### src/rtl/wbt_pkg.sv
// Shared types and widths for the write-back trace buffer.
package wbt_pkg;

    localparam int unsigned PC_W    = 8;
    localparam int unsigned ADDR_W  = 5;
    localparam int unsigned DATA_W  = 32;
    localparam int unsigned ENTRY_W = PC_W + ADDR_W + DATA_W;
    localparam int unsigned DROP_W  = 8;

    // One captured retirement: PC tag, destination register, result value.
    typedef struct packed {
        logic [PC_W-1:0]   pc;
        logic [ADDR_W-1:0] addr;
        logic [DATA_W-1:0] data;
    } wbt_entry_t;

    // Capture state: RUN accepts pushes, FROZEN holds contents until clear.
    typedef enum logic {
        RUN    = 1'b0,
        FROZEN = 1'b1
    } wbt_state_e;

    // Saturating increment for the dropped-capture counter.
    function automatic logic [DROP_W-1:0] drop_sat_inc(input logic [DROP_W-1:0] v);
        return (v == {DROP_W{1'b1}}) ? v : v + DROP_W'(1);
    endfunction

endpackage

### src/rtl/wbt_fifo_mem.sv
// Trace storage: one synchronous write port, one asynchronous read port.
module wbt_fifo_mem
    import wbt_pkg::*;
#(
    parameter int unsigned DEPTH = 16
) (
    input  logic                     clk,
    input  logic                     wr_en,
    input  logic [$clog2(DEPTH)-1:0] wr_addr,
    input  wbt_entry_t               wr_data,
    input  logic [$clog2(DEPTH)-1:0] rd_addr,
    output wbt_entry_t               rd_data
);

    wbt_entry_t mem [DEPTH];

    // Array contents are intentionally left unreset.
    always_ff @(posedge clk) begin
        if (wr_en) begin
            mem[wr_addr] <= wr_data;
        end
    end

    assign rd_data = mem[rd_addr];

endmodule

### src/rtl/wb_trace_buffer.sv
// Write-back trace buffer: captures register writes into a FWFT FIFO with
// overflow tracking and optional freeze-on-overflow.
module wb_trace_buffer
    import wbt_pkg::*;
#(
    parameter int unsigned DEPTH       = 16,
    parameter bit          STOP_ON_OVF = 1'b0
) (
    input  logic                     clk_CPU,
    input  logic                     rst_n_CPU,
    input  logic                     enable,
    input  logic                     clear,
    input  logic                     regWrite_in,
    input  logic [ADDR_W-1:0]        wAddr_in,
    input  logic [DATA_W-1:0]        wData_in,
    input  logic [PC_W-1:0]          pc_in,
    output logic                     out_valid,
    input  logic                     out_ready,
    output logic [PC_W-1:0]          out_pc,
    output logic [ADDR_W-1:0]        out_addr,
    output logic [DATA_W-1:0]        out_data,
    output logic [$clog2(DEPTH):0]   count,
    output logic                     overflow,
    output logic [DROP_W-1:0]        drop_cnt
);

    localparam int unsigned PTR_W = $clog2(DEPTH);
    localparam int unsigned CNT_W = PTR_W + 1;

    logic [PTR_W-1:0]  wr_ptr_q, wr_ptr_d;
    logic [PTR_W-1:0]  rd_ptr_q, rd_ptr_d;
    logic [CNT_W-1:0]  count_q, count_d;
    logic              ovf_q, ovf_d;
    logic [DROP_W-1:0] drop_q, drop_d;
    logic              valid_q, valid_d;
    wbt_entry_t        head_q, head_d;
    wbt_state_e        state_q, state_d;

    logic              push_req;
    logic              push;
    logic              pop;
    logic              drop;
    logic              full;
    logic              mem_wr_en;
    logic [PTR_W-1:0]  next_rd_addr;
    wbt_entry_t        in_entry;
    wbt_entry_t        next_entry;

    // The memory is read one slot ahead so the head register can be refilled on a pop.
    wbt_fifo_mem #(
        .DEPTH (DEPTH)
    ) u_mem (
        .clk     (clk_CPU),
        .wr_en   (mem_wr_en),
        .wr_addr (wr_ptr_q),
        .wr_data (in_entry),
        .rd_addr (next_rd_addr),
        .rd_data (next_entry)
    );

    // Push/pop/drop qualification; register 0 writes are never traced.
    always_comb begin
        in_entry      = '{pc: pc_in, addr: wAddr_in, data: wData_in};
        next_rd_addr  = rd_ptr_q + PTR_W'(1);
        full          = (count_q == CNT_W'(DEPTH));
        push_req      = enable & regWrite_in & (wAddr_in != '0) & (state_q == RUN);
        pop           = valid_q & out_ready;
        push          = push_req & (~full | pop);
        drop          = push_req & full & ~pop;
        mem_wr_en     = push & ~clear;
    end

    // Next-state for pointers, occupancy, overflow tracking, capture state and head entry.
    always_comb begin
        wr_ptr_d = wr_ptr_q;
        rd_ptr_d = rd_ptr_q;
        count_d  = count_q;
        ovf_d    = ovf_q;
        drop_d   = drop_q;
        state_d  = state_q;
        head_d   = head_q;
        valid_d  = valid_q;

        if (clear) begin
            wr_ptr_d = '0;
            rd_ptr_d = '0;
            count_d  = '0;
            ovf_d    = 1'b0;
            drop_d   = '0;
            state_d  = RUN;
            head_d   = '0;
            valid_d  = 1'b0;
        end else begin
            if (push) begin
                wr_ptr_d = wr_ptr_q + PTR_W'(1);
            end
            if (pop) begin
                rd_ptr_d = next_rd_addr;
            end

            unique case ({push, pop})
                2'b10:   count_d = count_q + CNT_W'(1);
                2'b01:   count_d = count_q - CNT_W'(1);
                default: count_d = count_q;
            endcase

            if (drop) begin
                ovf_d  = 1'b1;
                drop_d = drop_sat_inc(drop_q);
                if (STOP_ON_OVF) begin
                    state_d = FROZEN;
                end
            end

            // Head refill: next stored entry, else the incoming one when the FIFO drains/was empty.
            if (pop) begin
                if (count_q > CNT_W'(1)) begin
                    head_d = next_entry;
                end else if (push) begin
                    head_d = in_entry;
                end
            end else if ((count_q == '0) && push) begin
                head_d = in_entry;
            end

            valid_d = (count_d != '0);
        end
    end

    // State register with synchronous active-low reset.
    always_ff @(posedge clk_CPU) begin
        if (!rst_n_CPU) begin
            wr_ptr_q <= '0;
            rd_ptr_q <= '0;
            count_q  <= '0;
            ovf_q    <= 1'b0;
            drop_q   <= '0;
            state_q  <= RUN;
            head_q   <= '0;
            valid_q  <= 1'b0;
        end else begin
            wr_ptr_q <= wr_ptr_d;
            rd_ptr_q <= rd_ptr_d;
            count_q  <= count_d;
            ovf_q    <= ovf_d;
            drop_q   <= drop_d;
            state_q  <= state_d;
            head_q   <= head_d;
            valid_q  <= valid_d;
        end
    end

    assign out_valid = valid_q;
    assign out_pc    = head_q.pc;
    assign out_addr  = head_q.addr;
    assign out_data  = head_q.data;
    assign count     = count_q;
    assign overflow  = ovf_q;
    assign drop_cnt  = drop_q;

endmodule
### config.mk
export PLATFORM = sky130hd
export DESIGN_NAME = wb_trace_buffer
export DESIGN_NICKNAME = d
export VERILOG_FILES = /design/src/rtl/wbt_pkg.sv /design/src/rtl/wbt_fifo_mem.sv /design/src/rtl/wb_trace_buffer.sv
export SDC_FILE = /design/constraint.sdc
export NUM_CORES = 1
export LEC_CHECK = 0
export BUFFER_PORTS_ARGS = -buffer_cell sky130_fd_sc_hd__buf_2
export CAP_MARGIN = 10
export CORE_MARGIN = 2
export CORE_UTILIZATION = 55
export CTS_CLUSTER_SIZE = 16
export DETAILED_ROUTE_END_ITERATION = 7
export PLACE_DENSITY = 0.7
export SETUP_SLACK_MARGIN = 0.2
export SLEW_MARGIN = 20
export SYNTH_ARGS = -nofsm -noshare
export SYNTH_HDL_FRONTEND = slang
export SYNTH_HIERARCHICAL = 1
export SYNTH_SLANG_ARGS = --single-unit
### constraint.sdc
create_clock -name clk_CPU -period 6.8 [get_ports clk_CPU]
set_input_delay 0.68 -clock clk_CPU [delete_from_list [all_inputs] [get_ports clk_CPU]]
set_output_delay 0.68 -clock clk_CPU [all_outputs]
set_load 0.02 [all_outputs]
==> results.cfg <==
[run_status]
outcome = complete, no violations

[timing]
finalHoldViolations = 0
tns_ns = 0
setup_viol = 0
final_max_slew_viol_count = 0
setup_ws_ns = 2.73
fin_crit_ns = 4.07
worstMarginPinSlew_ns = 1.08
rsz0062_at_grt = no
whs_ns = 0.457
timing.final.crit_share = 0.599
fmax_ghz = 0.246
slew_headroom = 0.280
finClkSkew_ns = 0.0165

[power]
clockPowerShare = 0.433
pwr-share-seq = 0.541
leakage_nw = 11.3
switching_share = 0.196
ir_drop_v = 0.000218
powerDensity_nw_per_um2 = 284
p_int_mw = 7.89
combinationalPowerShare = 0.026
power_switching_mw = 1.92
power.total_mw = 9.81

[global_routing]
grt_pass1_vias = 15500
grt_overflow = 0
grt_max_degree = 69
grt_antenna_before_repair = 0
grt_pass1_wl_um = 98000
gr-usage-all-layers = 0.235

[detailed_routing]
firstDrtPassIters = 6
wire_per_inst_um = 27.2
wl_um = 65700
vias = 15100
drt_iter0_drc = 1333
drcViolationCount = 0
viasPerCell = 6.25
drtAntennaViolNets = 0

[clock_network]
root_buffer = clkbuf_16
clock-sinks = 788
cts_hold_buf = 0
clk_latency_ns = 0.61
cts_setup_buffers = 0
cts_tree = built
post_cts_resized = 0
htree_levels = 3
cts_buffers = 78
clkTransAtPathRegs_ns = 0.07
cts_buffer_depth = 3

[cells_and_area]
nFillCells = 3791
diodes = 0
layout_commonest_cell = edfxtp_1
fin_nets = 1666
post-route-cell-area_sq_um = 34600
fin_cells = 2415
seq_area_sq_um = 23000
synthToLayoutAreaGrowth_pct = 13.2
postLayoutCoreUtil = 0.629
multi_input_area_sq_um = 7200
layout_common_cells = 720 x edfxtp_1, 116 x mux4_2, 110 x buf_2, 90 x a22oi_1, 81 x clkbuf_16
drive_gt1_frac = 0.244

[floorplanning]
die_h_um = 240
dieArea_sq_um = 57500
start_util = 0.556
core_area_sq_um = 55000
io_pins = 111
rows = 86
die_w_um = 240

[synthesis]
synth_edf_count = 720
synth.avg_cell_area_sq_um = 20.9
yosysWarnings = 6
ys_top_cells_by_area = edfxtp_1 71%, mux4_2 8.6%, mux4_1 5.5%, dfxtp_1 4.5%, a22oi_1 2.2%
yosysSeqAreaShare = 0.752
netlist.top_cell.by_area = edfxtp_1
syn-num-nets = 1521
synth.top_cell.area_share = 0.708
synth-seq-cells = 788
async_flop_share = 0
synth_flop_cell = edfxtp_1
synth_cells = 1463
ys_types = 56
synth_area_sq_um = 30600

[placement]
portBuffers = 110
gp_congestion = 0.756
dp_hpwl_um = 36900
placed_cells = 2275
dpl-instance-area_sq_um = 32000
post-place-ws_ns = 2.50

[worst_setup_path]
worstPathRequired_ns = 7.03
path_class = register to register
r2r_start = count[0]$_SDFF_PP0_
worst-r2r-cell-count = 8
critPathLaunchType = register
end_kind = register
arrival_ns = 4.31
crit_fanout = 38
setup.worst_path.start = count[0]$_SDFF_PP0_

[worst_hold_path]
hold_depth = 1
hold_path_class = primary input to register
min-delay-start = wData_in[16]

[flow_run]
cap_violations = 0
==> final cells by class <==
class                           count  area share
Clock buffer                      111      0.0645
Tap cell                          748      0.0271
Clock inverter                     28     0.00857
Multi-Input combinational cell    590       0.208
Timing Repair Buffer              147      0.0268
Inverter                            3    0.000543
Sequential cell                   788       0.664
==> flip-flops by register name, summed over array words and instances, names as in the netlist, 4 cells and up <==
signal	count
out_pc	8
out_addr	5
out_data	32
rd_ptr_q	4
drop_cnt	8
wr_ptr_q	4
count	5
u_mem/mem	720
==> power groups by stage <==
stage / clock (mW) / sequential (mW) / combinational (mW)
6_report: 4.25 / 5.31 / 0.252
5_1_grt: 4.50 / 5.31 / 0.275
4_1_cts: 4.32 / 5.31 / 0.257
3_5_place_dp: 0 / 5.41 / 0.257
3_3_place_gp: 0 / 5.41 / 0.249
2_1_floorplan: 0 / 5.42 / 0.125
==> worst max-delay path, cell delays in order, from the launching register on <==
cell and delay [ns]:
dfxtp_1 0.50, inv_2 0.10, ha_1 0.26, nor4bb_1 0.20, a221oi_2 0.49, nor2b_1 0.33
or3b_2 0.60, nor3_2 0.57, buf_4 0.64
==> worst paths after layout <==
path	to	slack [ns]
min	u_mem/mem[7][16]$_DFFE_PP_	0.46
max	u_mem/mem[0][27]$_DFFE_PP_	2.73
max reg2reg	u_mem/mem[0][27]$_DFFE_PP_	2.73
min reg2reg	rd_ptr_q[1]$_SDFFE_PP0N_	0.52
==> kinds of logic (layout without fill, tap and decap cells) <==
kind of cell	count (synthesis)	count (layout)	synth area share
flops	788	788	0.752
mux	228	228	0.156
simple gates	181	181	0.0270
compound gates	161	161	0.0400
buf+inv	85	289	0.0180
xor+xnor	13	13	0.00373
fa+ha+maj	7	7	0.00287
==> routing by layer <==
layer,global-route usage,share of wire,vias to the layer above
met5,0,0,-
li1,-,-,6451
met4,0.0729,0.026,0
met1,0.323,0.41,8001
met3,0.0395,0.058,96
met2,0.390,0.50,540
==> cell usage after synthesis (all sizes together) (2+ instances only) <==
master,number
a211oi,46
a21oi,8
a22oi,90
and2,4
buf,43
clkbuf,39
dfxtp,68
edfxtp,720
ha,7
inv,3
mux2i,48
mux4,180
nand2,56
nand2b,3
nand3,10
nand3b,3
nand4,2
nor2,77
nor2b,4
nor3,8
nor4,2
o211ai,3
or3,2
or4,4
xnor2,6
xor2,7
Power figures use the tool's default switching activity.
